===== config.mk =====
export PLATFORM = sky130hd
export DESIGN_NAME = ccu_cmd_sequencer_flat
export DESIGN_NICKNAME = d
export VERILOG_FILES = /design/src/rtl/ccu_pkg.sv /design/src/rtl/ccu_cmd_sequencer_if.sv /design/src/rtl/ccu_cmd_sequencer_cmd_fifo.sv /design/src/rtl/ccu_cmd_sequencer.sv /design/src/flat_wrapper.sv
export SDC_FILE = /design/constraint.sdc
export NUM_CORES = 1
export LEC_CHECK = 0
export ABC_AREA = 1
export ABC_CLOCK_PERIOD_IN_PS = 2000
export BUFFER_PORTS_ARGS = -buffer_cell sky130_fd_sc_hd__buf_2
export CORE_ASPECT_RATIO = 0.7
export CORE_MARGIN = 5
export CORE_UTILIZATION = 51
export CTS_CLUSTER_SIZE = 20
export DETAILED_ROUTE_END_ITERATION = 12
export PLACE_DENSITY_LB_ADDON = 0.12
export SLEW_MARGIN = 20
export SYNTH_ARGS = -nofsm -noshare
export SYNTH_HDL_FRONTEND = slang
export SYNTH_HIERARCHICAL = 1
export SYNTH_SLANG_ARGS = --single-unit

===== constraint.sdc =====
create_clock -name clk -period 2 [get_ports clk]
set_input_delay 0 -clock clk [delete_from_list [all_inputs] [get_ports clk]]
set_output_delay 0 -clock clk [all_outputs]
set_load 0.02 [all_outputs]

===== src/rtl/ccu_pkg.sv =====
// Shared definitions for the CCU command sequencer: command width, the idle
// command, the position of the hold-length field and the FSM state encoding.
package ccu_pkg;

  localparam int CMD_W = 8;
  localparam logic [CMD_W-1:0] NOP_CMD = 8'h00;

  // Hold-length field inside a command: the command stays on cmd_out for
  // (field value + 1) non-stalled cycles.
  localparam int HOLD_MSB = 7;
  localparam int HOLD_LSB = 6;
  localparam int HOLD_W   = HOLD_MSB - HOLD_LSB + 1;

  typedef enum logic {
    ST_IDLE = 1'b0,
    ST_HOLD = 1'b1
  } seq_state_e;

endpackage


===== src/rtl/ccu_cmd_sequencer_if.sv =====
// Bus between the command source / datapath and the sequencer.
// master: command source side; slave: the sequencer itself.
// Optional statistics signals exist only when CCU_SEQ_STATS_EN is defined.
interface ccu_cmd_sequencer_if #(
  parameter int DEPTH = 4,
  parameter int CMD_W = ccu_pkg::CMD_W
) ();

  localparam int CW = $clog2(DEPTH) + 1;

  logic [CMD_W-1:0] host_cmd;
  logic             host_valid;
  logic             host_ready;
  logic             flush;
  logic             dp_busy;
  logic [CMD_W-1:0] cmd_out;
  logic             cmd_issue;
  logic             idle;
  logic [CW-1:0]    fifo_count;
`ifdef CCU_SEQ_STATS_EN
  logic [15:0]      issue_count;
  logic [15:0]      stall_count;
`endif

  modport master (
    output host_cmd, host_valid, flush, dp_busy,
`ifdef CCU_SEQ_STATS_EN
    input  issue_count, stall_count,
`endif
    input  host_ready, cmd_out, cmd_issue, idle, fifo_count
  );

  modport slave (
    input  host_cmd, host_valid, flush, dp_busy,
`ifdef CCU_SEQ_STATS_EN
    output issue_count, stall_count,
`endif
    output host_ready, cmd_out, cmd_issue, idle, fifo_count
  );

endinterface


===== src/rtl/ccu_cmd_sequencer_cmd_fifo.sv =====
// cmd_fifo: parameterised synchronous circular FIFO with a synchronous clear.
// Pointers wrap naturally because DEPTH is a power of two. Push is ignored
// when full and pop when empty, so a full FIFO never accepts a push even if
// it is popped in the same cycle.
module cmd_fifo #(
  parameter int DEPTH = 4,
  parameter int W     = 8
) (
  input  logic                       clk,
  input  logic                       rst_n,
  input  logic                       clear,
  input  logic                       push,
  input  logic                       pop,
  input  logic [W-1:0]               din,
  output logic [W-1:0]               dout,
  output logic                       full,
  output logic                       empty,
  output logic [$clog2(DEPTH):0]     count
);

  localparam int AW = $clog2(DEPTH);
  localparam int CW = AW + 1;

  logic [W-1:0]  mem [DEPTH];
  logic [AW-1:0] wr_ptr;
  logic [AW-1:0] rd_ptr;
  logic          do_push;
  logic          do_pop;

  assign full    = (count == CW'(DEPTH));
  assign empty   = (count == '0);
  assign do_push = push && !full;
  assign do_pop  = pop && !empty;
  assign dout    = mem[rd_ptr];

  // Storage write port.
  // NOTE: the data array is deliberately not reset; only pointers and count
  // define which entries are valid, so clearing storage would be pure cost.
  always_ff @(posedge clk) begin
    if (do_push && !clear) begin
      mem[wr_ptr] <= din;
    end
  end

  // Pointer and occupancy bookkeeping; clear discards everything.
  // NOTE: sequential state uses non-blocking assignments so every register
  // samples pre-edge values regardless of block evaluation order.
  always_ff @(posedge clk) begin
    if (!rst_n || clear) begin
      wr_ptr <= '0;
      rd_ptr <= '0;
      count  <= '0;
    end else begin
      if (do_push) wr_ptr <= wr_ptr + AW'(1);
      if (do_pop)  rd_ptr <= rd_ptr + AW'(1);
      case ({do_push, do_pop})
        2'b10:   count <= count + CW'(1);
        2'b01:   count <= count - CW'(1);
        default: count <= count;
      endcase
    end
  end

endmodule


===== src/rtl/ccu_cmd_sequencer.sv =====
// ccu_cmd_sequencer: buffers host commands and issues them one at a time to
// the CCU cmd input, holding each for (cmd[7:6] + 1) non-stalled cycles.
// dp_busy freezes issue and the hold countdown; flush drops queue and the
// current command. Optional macro CCU_SEQ_STATS_EN adds issue/stall counters.
module ccu_cmd_sequencer
  import ccu_pkg::seq_state_e, ccu_pkg::ST_IDLE, ccu_pkg::ST_HOLD,
         ccu_pkg::HOLD_MSB, ccu_pkg::HOLD_LSB, ccu_pkg::HOLD_W;
#(
  parameter int                 DEPTH   = 4,
  parameter int                 CMD_W   = ccu_pkg::CMD_W,
  parameter logic [CMD_W-1:0]   NOP_CMD = ccu_pkg::NOP_CMD
) (
  input logic                 clk,
  input logic                 rst_n,
  ccu_cmd_sequencer_if.slave  bus
);

  localparam int CW = $clog2(DEPTH) + 1;

  logic              push;
  logic              pop;
  logic              fifo_full;
  logic              fifo_empty;
  logic [CMD_W-1:0]  head;
  logic [CW-1:0]     count;

  seq_state_e        state_q, state_d;
  logic [HOLD_W-1:0] hold_q, hold_d;
  logic [CMD_W-1:0]  cmd_q, cmd_d;
  logic              issue_q, issue_d;

  // A push in a flush cycle is discarded; a full FIFO never takes a push.
  assign push = bus.host_valid && !fifo_full && !bus.flush;

  cmd_fifo #(
    .DEPTH (DEPTH),
    .W     (CMD_W)
  ) u_fifo (
    .clk   (clk),
    .rst_n (rst_n),
    .clear (bus.flush),
    .push  (push),
    .pop   (pop),
    .din   (bus.host_cmd),
    .dout  (head),
    .full  (fifo_full),
    .empty (fifo_empty),
    .count (count)
  );

  // Next-state, pop decision and next cmd_out/cmd_issue values.
  // NOTE: every signal gets a default before any branch, so no path leaves a
  // value unassigned and no latch is inferred.
  always_comb begin
    state_d = state_q;
    hold_d  = hold_q;
    cmd_d   = cmd_q;
    issue_d = 1'b0;
    pop     = 1'b0;
    if (bus.flush) begin
      state_d = ST_IDLE;
      hold_d  = '0;
      cmd_d   = NOP_CMD;
    end else begin
      case (state_q)
        ST_IDLE: begin
          if (!fifo_empty && !bus.dp_busy) begin
            pop     = 1'b1;
            cmd_d   = head;
            issue_d = 1'b1;
            hold_d  = head[HOLD_MSB:HOLD_LSB];
            state_d = (head[HOLD_MSB:HOLD_LSB] != '0) ? ST_HOLD : ST_IDLE;
          end else begin
            cmd_d = NOP_CMD;
          end
        end
        ST_HOLD: begin
          if (!bus.dp_busy) begin
            hold_d = hold_q - HOLD_W'(1);
            if (hold_q == HOLD_W'(1)) state_d = ST_IDLE;
          end
        end
        default: begin
          state_d = ST_IDLE;
          cmd_d   = NOP_CMD;
        end
      endcase
    end
  end

  // FSM state, hold countdown and registered CCU command outputs.
  always_ff @(posedge clk) begin
    if (!rst_n) begin
      state_q <= ST_IDLE;
      hold_q  <= '0;
      cmd_q   <= NOP_CMD;
      issue_q <= 1'b0;
    end else begin
      state_q <= state_d;
      hold_q  <= hold_d;
      cmd_q   <= cmd_d;
      issue_q <= issue_d;
    end
  end

  assign bus.cmd_out    = cmd_q;
  assign bus.cmd_issue  = issue_q;
  assign bus.host_ready = !fifo_full;
  assign bus.fifo_count = count;
  assign bus.idle       = fifo_empty && (state_q == ST_IDLE) && !issue_q;

`ifdef CCU_SEQ_STATS_EN
  logic [15:0] issue_cnt_q;
  logic [15:0] stall_cnt_q;

  // Issue counter wraps; stall counter saturates. Flush leaves both intact.
  always_ff @(posedge clk) begin
    if (!rst_n) begin
      issue_cnt_q <= '0;
      stall_cnt_q <= '0;
    end else begin
      if (pop) issue_cnt_q <= issue_cnt_q + 16'd1;
      if (bus.dp_busy && (state_q == ST_HOLD || !fifo_empty) &&
          stall_cnt_q != 16'hFFFF) begin
        stall_cnt_q <= stall_cnt_q + 16'd1;
      end
    end
  end

  assign bus.issue_count = issue_cnt_q;
  assign bus.stall_count = stall_cnt_q;
`endif

endmodule


===== src/flat_wrapper.sv =====
// flat-port wrapper written by rule: the top's interface ports become plain ports
module ccu_cmd_sequencer_flat import ccu_pkg::seq_state_e, ccu_pkg::ST_IDLE, ccu_pkg::ST_HOLD,
         ccu_pkg::HOLD_MSB, ccu_pkg::HOLD_LSB, ccu_pkg::HOLD_W;
#(
  parameter int                 DEPTH   = 4,
  parameter int                 CMD_W   = ccu_pkg::CMD_W,
  parameter logic [CMD_W-1:0]   NOP_CMD = ccu_pkg::NOP_CMD
)
  (clk, rst_n, bus_host_cmd, bus_host_valid, bus_flush, bus_dp_busy, bus_host_ready, bus_cmd_out, bus_cmd_issue, bus_idle, bus_fifo_count);
  ccu_cmd_sequencer_if #(.DEPTH(DEPTH), .CMD_W(CMD_W)) bus_i ();
  input logic clk;
  input logic rst_n;
  input wire logic [$bits(bus_i.host_cmd)-1:0] bus_host_cmd;
  input wire logic [$bits(bus_i.host_valid)-1:0] bus_host_valid;
  input wire logic [$bits(bus_i.flush)-1:0] bus_flush;
  input wire logic [$bits(bus_i.dp_busy)-1:0] bus_dp_busy;
  output wire logic [$bits(bus_i.host_ready)-1:0] bus_host_ready;
  output wire logic [$bits(bus_i.cmd_out)-1:0] bus_cmd_out;
  output wire logic [$bits(bus_i.cmd_issue)-1:0] bus_cmd_issue;
  output wire logic [$bits(bus_i.idle)-1:0] bus_idle;
  output wire logic [$bits(bus_i.fifo_count)-1:0] bus_fifo_count;
  assign bus_i.host_cmd = bus_host_cmd;
  assign bus_i.host_valid = bus_host_valid;
  assign bus_i.flush = bus_flush;
  assign bus_i.dp_busy = bus_dp_busy;
  assign bus_host_ready = bus_i.host_ready;
  assign bus_cmd_out = bus_i.cmd_out;
  assign bus_cmd_issue = bus_i.cmd_issue;
  assign bus_idle = bus_i.idle;
  assign bus_fifo_count = bus_i.fifo_count;
  ccu_cmd_sequencer #(.DEPTH(DEPTH), .CMD_W(CMD_W), .NOP_CMD(NOP_CMD)) u_core (.clk(clk), .rst_n(rst_n), .bus(bus_i));
endmodule

# Word level (Yosys, flattened, before mapping)
# Memories as Yosys holds them, arrays and structs flattened. A register that Yosys moved wholly into a read port is not among the register bits.
# Index checks and enable logic that the tools add are counted.
dict set report totals {
  inputBits 13
  mem_bits_rw 32
  regBits 19
  elab_cells 58
  output_inout_bits 14
  memories 1
}
dict set report op_classes {
  reduce_logical 20
  add_sub_neg 5
  bitwise_logic 2
  muxes 17
  n_eq_ne 6
}
# name depth word_bits read_ports rd_clocked_by_memory_dff wr line_no
set memory_table {}
lappend memory_table {u_core.u_fifo.mem 4 8 1 1 1 ccu_cmd_sequencer_cmd_fifo.sv:24} ;# logic [W-1:0] mem [DEPTH];
# op count
set ops {}
lappend ops {{$mux 1} 9}
lappend ops {{$logic_and 1x1->1} 8}
lappend ops {{$mux 2} 4}
lappend ops {{$mux 8} 1}
lappend ops {{$logic_not 1->1} 6}
lappend ops {{$pmux 3 s2} 1}
lappend ops {{$add 2x1->2 const B} 2}
lappend ops {{$eq 2x1->1 const B} 2}
lappend ops {{$pmux 2 s2} 1}
lappend ops {{$reduce_bool 2->1} 2}
lappend ops {{$add 3x1->3 const B} 1}
lappend ops {{$eq 3x3->1 const B} 1}
lappend ops {{$logic_not 3->1} 1}
lappend ops {{$sub 3x1->3 const B} 1}
lappend ops {{$eq 2x2->1 const B} 1}
lappend ops {{$ne 2x1->1 const B} 1}
lappend ops {{$ne 2x2->1 const B} 1}
lappend ops {{$not 1->1} 2}
lappend ops {{$pmux 1 s2} 1}
lappend ops {{$reduce_and 2->1} 1}
lappend ops {{$reduce_or 2->1} 1}
lappend ops {{$sub 2x1->2 const B} 1}
lappend ops {{$logic_or 1x1->1} 1}

# Logic depth before layout (Yosys ltp)
# Gate-level depths: netlist of run 1.
dict set report depth {
  word_depth 9
  ltp_mapped 17
  depth_no_buf 17
}

# Cells and area by module
# The synthesis of run 1 kept the hierarchy.
# module cells_each area_each_um2 seq_area_each_um2 n_inst
set by_module_without_submodules {}
lappend by_module_without_submodules {cmd_fifo 149 1706.6 1141.1 1}
lappend by_module_without_submodules {ccu_cmd_sequencer 75 564.3 240.2 1}

# Worst setup path before layout of run 1
# OpenSTA, ideal clock, no wires.
dict set report synth_timing {
  kind {reg2reg}
  from {register u_core.u_fifo.count[0]}
  to {register u_core.u_fifo.count[2]}
  path_stages_with_launch 18
  required_ns 1.890
  arrival_time_ns 2.170
  slack_ns -0.280
  period_less_slack_ns 2.280
  path_cell_list {dfxtp_1 inv_1 nand3_2 inv_1 nor2_4 nand2_4 nor2_1 inv_1 nor2_1 ha_1 inv_1 fa_1 inv_1 nand2_1 nand3_1 nand2_1 inv_1 nor2_1}
}
dict set report synth_between {
  elab_chain_cells 9
  elab_cells_between_ends 18
}
# element line_no
set synth_rtl {}
lappend synth_rtl {{from (decl)} ccu_cmd_sequencer_cmd_fifo.sv:18} ;# output logic [$clog2(DEPTH):0] count
lappend synth_rtl {{from (signal assigned)} ccu_cmd_sequencer_cmd_fifo.sv:57} ;# 2'b10: count <= count + CW'(1);
lappend synth_rtl {{from (signal assigned)} ccu_cmd_sequencer_cmd_fifo.sv:58} ;# 2'b01: count <= count - CW'(1);
lappend synth_rtl {{from (signal assigned)} ccu_cmd_sequencer_cmd_fifo.sv:59} ;# default: count <= count;
lappend synth_rtl {{$logic_not 3->1 (*)} ccu_cmd_sequencer_cmd_fifo.sv:31} ;# assign empty = (count == '0);
lappend synth_rtl {{via u_core.fifo_empty} ccu_cmd_sequencer.sv:23} ;# logic fifo_empty;
lappend synth_rtl {{$logic_not 1->1 (*)} {ccu_cmd_sequencer_cmd_fifo.sv:33, ccu_cmd_sequencer.sv:67}}
lappend synth_rtl {{$logic_and 1x1->1} ccu_cmd_sequencer.sv:67} ;# if (!fifo_empty && !bus.dp_busy) begin
lappend synth_rtl {{$mux 1} ccu_cmd_sequencer.sv:67}
lappend synth_rtl {{$mux 1 (2 in series)} n/a}
lappend synth_rtl {{$logic_and 1x1->1 (*)} ccu_cmd_sequencer_cmd_fifo.sv:33} ;# assign do_pop = pop && !empty;
lappend synth_rtl {{via u_core.u_fifo.do_pop} ccu_cmd_sequencer_cmd_fifo.sv:28} ;# logic do_pop;
lappend synth_rtl {{$eq 2x1->1 or $eq 2x2->1 (tied branches)} ccu_cmd_sequencer_cmd_fifo.sv:56} ;# case ({do_push, do_pop})
lappend synth_rtl {{$pmux 3 s2 or $reduce_bool 2->1 (tied branches)} n/a}
# The timed path passes the listed nets; every way through them passes the cells marked *.
# A chain may end at the register's enable or synchronous reset.

# Final worst setup path of run 1
dict set report layout_timing {
  from {register u_core.u_fifo.count[1]}
  to {register u_core.u_fifo.count[2]}
}
# The elaborated chain is that of the path after synthesis.

==> results of run 1 <==
[what timing repair did]
action | CTS | global route
pin swaps | 4 | 4
setup endpoints to repair | 1 | 2
endpoints found under the hold margin | 32 | 0
buffers inserted | 3 | 2
hold buffers | 8 | 0
gates resized for setup | 4 | 5
[final cells by class]
cell class              count  area, µm²  area share (%)
well taps                  55       68.8            2.45
clock buffers               6       72.6            2.59
multi-input cells         138        774            27.6
flip-flops and latches     53       1390            49.7
inverters                  30        115            4.11
repair buffers             52        345            12.3
clock inverters             2       35.0            1.25
[power groups by stage]
stage | clock, µW | combinational, µW | sequential (µW)
finish | 705 | 135 | 1170
floorplan | 0 | 61.8 | 1200
CTS | 719 | 131 | 1170
global route | 759 | 149 | 1170
global placement | 0 | 114 | 1190
detailed placement | 0 | 114 | 1200
[per-layer routing]
| metal | vias to the layer above | global-route usage, % |
|---|---|---|
| met5 | - | 0 |
| met4 | 0 | 4.53 |
| met3 | 4 | 4.10 |
| met2 | 37 | 25.3 |
| met1 | 750 | 24.2 |
| li1 | 857 | - |
[state kept, by name, indices dropped and copies added (netlist names), named ones only]
| register | cells |
|---|---|
| u_core/u_fifo/mem | 32 |
| u_core/state_q | 1 |
| u_core/hold_q | 2 |
| u_core/u_fifo/rd_ptr | 2 |
| u_core/u_fifo/wr_ptr | 2 |
| u_core/bus.cmd_issue | 1 |
| u_core/bus.cmd_out | 8 |
| u_core/u_fifo/count | 3 |
[worst min path at each step]
stage,start,end,cells past startpoint
floorplan,bus_host_cmd[0],u_core/u_fifo/mem[0][0],0
global placement,bus_host_cmd[0],u_core/u_fifo/mem[3][0],1
detailed placement,bus_host_cmd[2],u_core/u_fifo/mem[1][2],1
CTS,rst_n,u_core/bus.cmd_out[6],3
global route,rst_n,u_core/bus.cmd_out[6],3
finish,rst_n,u_core/bus.cmd_out[6],3
[worst min-delay path: stages]
cell and delay, ns:
buf_2 0.12, nand2_4 0.12, a21oi_1 0.05
[metrics by stage]
step | util, % | total power, µW
after floorplan | - | 1260
after global placement | 59.2 | 1310
after detailed placement | 59.2 | 1310
after CTS | 64.2 | 2020
after global routing | 64.8 | 2080
final | 64.8 | 2010
[cell families (layout without fill, tap and decap cells)]
family / after synthesis / count (layout) / synth area share [%]
adders and majority gates: 7 / 7 / 4.19
and+or+nand+nor: 95 / 95 / 19.8
AOI/OAI and AO/OA: 36 / 36 / 8.87
DFF: 53 / 53 / 60.8
buffers and inverters: 33 / 90 / 6.28
[layout by cell type, fill, tap and decap left out, types with 5 or more instances in the layout]
cell type / n
clkbuf_8: 5
nand3_1: 13
ha_1: 5
inv_2: 8
nor2_1: 31
a21oi_1: 9
o22ai_1: 8
buf_2: 26
o21ai_0: 15
dlygate4sd3_1: 8
inv_1: 21
buf_4: 18
nand2_1: 31
edfxtp_1: 32
dfxtp_1: 18
nand2_2: 9
==> impl_metrics.ini, run 1 <==
[run_status]
outcome = finished, violations left
violations = negative setup slack

[sta]
fin_worst_skew_ns = 0.0107
hold_ws_ns = 0.0346
slew_viol_final = 0
fin_crit_sh_pct = 102
hold_viol = 0
finalCriticalPeriod_ns = 2.03
timing.fmax_mhz = 492
worstMarginPinSlew_ns = 0.411
finalWorstSetupSlack_ns = -0.0342
setup_viol = 1
timing.slew.headroom_pct = 72.6
rsz0062_at_grt = true
tns_ns = -0.0342

[power_and_ir_drop]
seq_power_share_pct = 58.2
cell_internal_pwr_uw = 1590
power.leakage_uw = 0.00120
clockPowerShare_pct = 35.1
switching_power_uw = 416
p_per_area_nw_per_um2 = 717
comb_power_share_pct = 6.7
ir_worst_vdd_uv = 435
switching_share_pct = 20.7

[logic_synthesis]
synth_fp_nets = 244
synth.most_common_cell = nor2_1
synth.area.top_cells = edfxtp_1, dfxtp_1, nor2_1, nand2_1, inv_1
netlist_instances = 224
synth_flop_cell = edfxtp_1
synth-edff-count = 32
synth_area_per_cell_um2 = 10.1
synthArstFlopShare_pct = 0
synth_area_um2 = 2270
synth_top_cell_area_share_pct = 42.3
yosysSeqAreaShare_pct = 60.8
ys_seq_elements = 53
yosysWarningCount = 6
yosys.area.top_type = edfxtp_1
synth_common_cells = nor2_1, edfxtp_1, nand2_1
synth_cell_types = 23

[route]
detail-route-antenna-nets = 0
drc_errors = 0
top_layer = met4
wl_met1_um = 2330
wl_um = 4600
viasPerCell = 4.90
vias = 1648
wl_per_cell_um = 13.7
drt-pass1-iter-count = 4
first_iter_violations = 106
met2_length_um = 1980
wl_met3_um = 235

[floorplanning]
die-area_um2 = 5910
start_util_pct = 52.5
pin_count = 27
coreArea_um2 = 4330
rows = 20
die_h_um = 65.8
die_w_um = 89.8

[clocking]
clock_sinks = 53
clock_latency_ns = 0.30
h-tree-depth = 2
cts_buffers = 5
cts-root-buf = clkbuf_8
cts_buffer_depth = 2
cts_tree = built
path_clk_slew_ns = 0.09

[global_routing]
groute.usage.overall_pct = 16.8
overflow = 0
antenna_found_initial = 0
grt_pass1_wl_um = 7750
grt_max_degree = 17
grt_pass1_vias = 1587

[critical_path]
crit_buf_inv = 6
reg2reg_from = u_core/u_fifo/count[1]
path_delay_family = simple AND/OR/NAND/NOR gates
cp-start-kind = flop
required_ns = 2.21
ff2ff_setup_slack_ns = -0.03
cp_max_fo = 3
r2r_end = u_core/u_fifo/count[2]
slowest_stage = fa_2
crit_type = reg -> reg
rr_worst_depth = 17
arrival_ns = 2.24
crit_top_cell = inv_2
critPathCaptureType = flop
cp-endpoint = u_core/u_fifo/count[2]
max_stage_delay_ns = 0.38
cp.depth = 17
path_cells = inv_2 > nand3_4 > inv_4 > nor2_4 > nand2_4 > nor2_4 > inv_1 > nor2_2 > ha_2 > inv_2 > fa_2 > inv_2 > nand2_1 > nand3_1 > nand2_1 > inv_1 > nor2_1
crit_start = u_core/u_fifo/count[1]

[final_layout]
diodes = 0
final-instance-count-excl-fill = 336
syn_to_final_growth_pct = 23.5
fillers = 360
drive_gt1_share_pct = 30.6
nets = 300
fin_area_um2 = 2800

[placement]
pre_cts_ws_ns = -0.0946
placed_cell_area_um2 = 2560
hpwlAfterDp_um = 3190
port-buffer-count = 26
dp.cells = 315
gp_congestion = 0.843

[flow_run]
maxCapViolCount = 0

[worst_hold_path]
hold_class = in -> reg
No activity file was read; power rests on OpenSTA's default activity.
==> run 2: changes to the inputs <==
--- a/config.mk
+++ b/config.mk
@@ -5,12 +5,12 @@
 export SDC_FILE = /design/constraint.sdc
 export NUM_CORES = 1
 export LEC_CHECK = 0
-export ABC_AREA = 1
 export ABC_CLOCK_PERIOD_IN_PS = 2000
 export BUFFER_PORTS_ARGS = -buffer_cell sky130_fd_sc_hd__buf_2
 export CORE_ASPECT_RATIO = 0.7
 export CORE_MARGIN = 5
 export CORE_UTILIZATION = 51
+export CTS_CLUSTER_DIAMETER = 50
 export CTS_CLUSTER_SIZE = 20
 export DETAILED_ROUTE_END_ITERATION = 12
 export PLACE_DENSITY_LB_ADDON = 0.12
==> impl_metrics.ini, run 2 <==
[power_and_ir_drop]
finalPower_uw = 1980
power.leakage_uw = 0.00100
p_per_area_nw_per_um2 = 721
ir_worst_vdd_uv = 420

[final_layout]
drive_gt1_share_pct = 43.4
syn_to_final_growth_pct = 28.4
seq_area_um2 = 1390
most-common-layout-cells = edfxtp_1, buf_2, buf_4
largest_reg_flops = 32
multi_input_area_um2 = 752
diodes = 0
largest_register = u_core/u_fifo/mem
final_util_pct = 68.6
nets = 224
layout_commonest_cell = edfxtp_1
fillers = 287

[route]
wl_um = 4170
drc_errors = 0
drt-pass1-iter-count = 4
first_iter_violations = 65
detail-route-antenna-nets = 0
wl_per_cell_um = 16.2
vias = 1382
viasPerCell = 5.38

[flow_run]
maxCapViolCount = 0

[critical_path]
arrival_ns = 2.35
ff2ff_setup_slack_ns = -0.12
cp-start-kind = flop
path_cells = or3b_4 > clkinv_4 > nor3b_4 > nand2_2 > ha_4 > inv_2 > fa_2 > xor2_1 > or3_1 > a21oi_2
critPathCaptureType = flop
rr_worst_depth = 10
required_ns = 2.23
max_stage_delay_ns = 0.43
cp_max_fo = 4
r2r_end = u_core/u_fifo/count[2]
slowest_stage = or3b_4
reg2reg_from = u_core/u_fifo/count[1]
crit_type = reg -> reg

[placement]
hpwlAfterDp_um = 3000
pre_cts_ws_ns = -0.144
port-buffer-count = 26
gp_congestion = 0.762

[logic_synthesis]
synth_area_um2 = 2140
synth-edff-count = 32
synth_top_cell_area_share_pct = 45.0
synth.area.top_cells = edfxtp_1, dfxtp_1, mux4_2, ha_1, a22o_1
synth_flop_cell = edfxtp_1
synth.most_common_cell = edfxtp_1
synth_common_cells = edfxtp_1, dfxtp_1, inv_1
yosys.area.top_type = edfxtp_1
synthArstFlopShare_pct = 0
synth_area_per_cell_um2 = 14.8
ys_seq_elements = 53
yosysWarningCount = 6
synth_fp_nets = 164
synth_cell_types = 35
yosysSeqAreaShare_pct = 64.7
netlist_instances = 144

[sta]
finalWorstSetupSlack_ns = -0.117
finalCriticalPeriod_ns = 2.12
hold_ws_ns = 0.0668
timing.slew.headroom_pct = 72.4
hold_viol = 0
slew_viol_final = 0
fin_crit_sh_pct = 106
fin_worst_skew_ns = 0.00537
worstMarginPinSlew_ns = 0.415
timing.fmax_mhz = 472
setup_viol = 1
rsz0062_at_grt = true

[worst_hold_path]
holdPathStages = 3
min-delay-start = rst_n
min_to = u_core/bus.cmd_out[6]
hold_class = in -> reg

[global_routing]
antenna_found_initial = 0
grt_util_met3_pct = 4.36
grt_pass1_vias = 1414
busiest_layer = met2
overflow = 0
grt_pass1_wl_um = 6910
grt_max_degree = 17
grtUsageMet1_pct = 22.1
met2_usage_pct = 26.1
groute.usage.overall_pct = 16.5

[clocking]
cts_buffers = 5
clock_sinks = 53
path_clk_slew_ns = 0.09
h-tree-depth = 2
cts-root-buf = clkbuf_8
cts_buffer_depth = 2
cts_tree = built
clock_latency_ns = 0.30

[run_status]
violations = negative setup slack
outcome = finished, violations left

[floorplanning]
pin_count = 27
coreArea_um2 = 3990
die-area_um2 = 5600
die_w_um = 87.3
start_util_pct = 53.5
rows = 19
die_h_um = 64.1
## run 2: cell types whose count changed after synthesis, sizes merged, moves of 10 or more
| cell | previous run | this run |
|---|---|---|
| o21ai | 19 | 5 |
| inv | 30 | 10 |
| nor2 | 36 | 7 |
| nand3 | 15 | 5 |
| nand2 | 42 | 4 |
## run 2: worst max-delay path, delay by kind of cell (launching register included)
family / cells / cell delay [ns]
buffers and inverters: 2 / 0.10
DFF: 1 / 0.35
and+or+nand+nor: 4 / 0.88
adders and majority gates: 2 / 0.46
xor gates and xnor gates: 1 / 0.15
AOI/OAI and AO/OA: 1 / 0.11
## run 2: repair_timing
item | 4_1_cts | 5_1_grt
hold endpoints to repair | 32 | 0
setup buffers | 1 | 2
pin swaps | 1 | 1
hold buffers | 8 | 0
resized for setup | 1 | 1
setup endpoints to repair | 2 | 2
## run 2: worst max-delay path by stage
stage,to,cells after the start,start,slack [ns]
CTS,u_core/u_fifo/count[2],10,u_core/u_fifo/count[0],-0.11
global route,u_core/u_fifo/count[2],10,u_core/u_fifo/count[2],-0.23
floorplan,u_core/u_fifo/count[2],10,u_core/u_fifo/count[2],-0.20
finish,u_core/u_fifo/count[2],10,u_core/u_fifo/count[1],-0.12
detailed placement,u_core/u_fifo/count[2],9,u_core/state_q,-0.14
global placement,u_core/u_fifo/count[2],10,u_core/u_fifo/count[2],-0.05
## run 2: layer usage
metal | vias to the layer above | routed length (µm) | share of wire (%)
met5 | - | 0 | 0
met4 | 0 | 44 | 1.1
met3 | 5 | 267 | 6.4
met2 | 40 | 1980 | 48
met1 | 681 | 1880 | 45
li1 | 656 | - | -
## run 2: kinds of logic after synthesis
group / count (synthesis) / synth area share, %
compound gates: 23 / 7.73
xor+xnor: 3 / 1.23
fa+ha+maj: 7 / 4.45
buf+inv: 15 / 3.10
flops: 53 / 64.7
mux: 9 / 8.90
simple gates: 34 / 9.90
## run 2: area by class of cell
| type | instances | share of cell area [%] |
|---|---|---|
| clock buffer | 6 | 2.65 |
| clock inverter | 2 | 1.28 |
| inverter | 11 | 1.69 |
| multi-input combinational | 76 | 27.4 |
| sequential | 53 | 50.6 |
| tap | 52 | 2.37 |
| timing repair buffer | 57 | 14.0 |
## run 2: stage by stage
stage               TNS, ns  cell area, µm²  instances
floorplan            -0.257            2200        144
global placement    -0.0471            2520        238
detailed placement   -0.158            2520        238
CTS                  -0.106            2720        255
global route         -0.298            2740        257
finish               -0.117            2740        257
## run 2: report_power, final
| part | leakage (µW) | total, µW | switching (µW) | internal [µW] |
|---|---|---|---|---|
| registers | 0.000460 | 1170 | 4.30 | 1160 |
| clock network | 0.0000552 | 705 | 333 | 372 |
| logic | 0.000489 | 105 | 55.0 | 49.7 |
| total | 0.00100 | 1980 | 393 | 1580 |
==> run 3: changes to the inputs <==
--- a/config.mk
+++ b/config.mk
@@ -7,7 +7,6 @@
 export LEC_CHECK = 0
 export ABC_CLOCK_PERIOD_IN_PS = 2000
 export BUFFER_PORTS_ARGS = -buffer_cell sky130_fd_sc_hd__buf_2
-export CORE_ASPECT_RATIO = 0.7
 export CORE_MARGIN = 5
 export CORE_UTILIZATION = 51
 export CTS_CLUSTER_DIAMETER = 50
==> impl_metrics.ini, run 3 (synthesized netlist as in run 2, its figures left out) <==
[clocking]
cts_buffers = 5
clock_latency_ns = 0.31
h-tree-depth = 2
cts_tree = built
clock_sinks = 53
path_clk_slew_ns = 0.09
cts-root-buf = clkbuf_8
cts_buffer_depth = 2

[critical_path]
critPathCaptureType = flop
slowest_stage = or3b_4
path_cells = or3b_4 > clkinv_4 > nor3b_4 > nand2_2 > ha_4 > inv_2 > fa_2 > xor2_1 > or3_1 > a21oi_1
max_stage_delay_ns = 0.42
crit_start = u_core/u_fifo/count[2]
crit_type = reg -> reg
reg2reg_from = u_core/u_fifo/count[2]
cp-start-kind = flop
cp_max_fo = 4
arrival_ns = 2.37
required_ns = 2.23

[worst_hold_path]
min-delay-start = rst_n
hold_class = in -> reg

[floorplanning]
die_h_um = 74.7
pin_count = 27
die-area_um2 = 5580
start_util_pct = 53.0
die_w_um = 74.7
rows = 23
coreArea_um2 = 4030

[sta]
setup_viol = 1
finalWorstSetupSlack_ns = -0.142
finalCriticalPeriod_ns = 2.14
slew_viol_final = 0
worstMarginPinSlew_ns = 0.413
hold_ws_ns = 0.0587
fin_worst_skew_ns = 0.00736
fin_crit_sh_pct = 107
timing.slew.headroom_pct = 72.2
timing.fmax_mhz = 467
rsz0062_at_grt = true
hold_viol = 0

[final_layout]
seq_area_um2 = 1390
largest_reg_flops = 32
diodes = 0
most-common-layout-cells = edfxtp_1, buf_2, buf_4
final_util_pct = 67.4
syn_to_final_growth_pct = 27.1
drive_gt1_share_pct = 43.3
largest_register = u_core/u_fifo/mem
fillers = 301
multi_input_area_um2 = 764
final-instance-count-excl-fill = 253
nets = 222
layout_commonest_cell = edfxtp_1

[route]
wl_um = 4100
vias = 1360
first_iter_violations = 75
drt-pass1-iter-count = 4
drc_errors = 0
detail-route-antenna-nets = 0
viasPerCell = 5.38
wl_per_cell_um = 16.2

[placement]
dp.cells = 236
hpwlAfterDp_um = 3060
port-buffer-count = 26
gp_congestion = 0.845

[flow_run]
maxCapViolCount = 0

[global_routing]
grt_pass1_wl_um = 7180
grt_max_degree = 17
groute.usage.overall_pct = 17.5
antenna_found_initial = 0
overflow = 0
grt_pass1_vias = 1458

[power_and_ir_drop]
p_per_area_nw_per_um2 = 686
power.leakage_uw = 0.000978
ir_worst_vdd_uv = 573

[run_status]
outcome = finished, violations left
violations = negative setup slack
[run 3: changes by cell type in the layout (fill, tap and decap cells not counted), sizes merged]
| cell | previous run | this run |
|---|---|---|
| buf | 49 | 47 |
| bufinv | 1 | 0 |
| inv | 10 | 11 |
[run 3: report_power, final]
part	total, µW	internal (µW)	switching, µW
registers	1170	1160	4.00
clock network	591	250	341
logic	106	49.9	55.9
total	1860	1460	401
[run 3: final cells by class]
cell class / instances / share of cell area (%)
Clock inverter: 2 / 0.507
Clock buffer: 6 / 2.67
Timing Repair Buffer: 55 / 13.5
Multi-Input combinational cell: 76 / 28.2
Sequential cell: 53 / 51.1
Tap cell: 50 / 2.30
Inverter: 11 / 1.71
[run 3: worst max-delay path: cells and delay by family (launching register included)]
family / cells / cell delay, ns
AOI/OAI and AO/OA: 1 / 0.12
xor gates and xnor gates: 1 / 0.15
adders and majority gates: 2 / 0.48
buffers and inverters: 2 / 0.11
DFF: 1 / 0.37
and+or+nand+nor: 4 / 0.85
[run 3: worst paths after layout]
| kind | cells past startpoint | slack (ns) | end |
|---|---|---|---|
| max | 10 | -0.14 | u_core/u_fifo/count[2] |
| min | 3 | 0.06 | u_core/bus.cmd_out[7] |
| max reg2reg | 10 | -0.14 | u_core/u_fifo/count[2] |
| min reg2reg | 2 | 0.47 | u_core/bus.cmd_out[6] |
[run 3: per-layer routing]
metal / GRT usage [%] / up-vias / share of wire (%)
met3: 4.67 / 8 / 4.4
met4: 6.13 / 0 / 2.0
met2: 29.0 / 30 / 50
met1: 22.3 / 672 / 44
li1: - / 650 / -
met5: 0 / - / 0
[run 3: stage by stage]
| stage | setup slack [ns] | setup TNS (ns) | area, µm² | total power [µW] |
|---|---|---|---|---|
| 2_1_floorplan | -0.196 | -0.257 | 2200 | 1240 |
| 3_3_place_gp | -0.0443 | -0.0443 | 2520 | 1280 |
| 6_report | -0.142 | -0.142 | 2720 | 1860 |
| 5_1_grt | -0.235 | -0.293 | 2720 | 1940 |
| 4_1_cts | -0.148 | -0.148 | 2700 | 1880 |
| 3_5_place_dp | -0.255 | -0.361 | 2520 | 1280 |
[run 3: what timing repair did]
item / CTS / global route
gates resized for setup: 2 / 2
hold endpoints to repair: 32 / 0
hold buffers: 8 / 0
buffers inserted: 0 / 1
gates cloned: 0 / 0
endpoints found under the setup margin: 2 / 2
pin swaps: 1 / 1
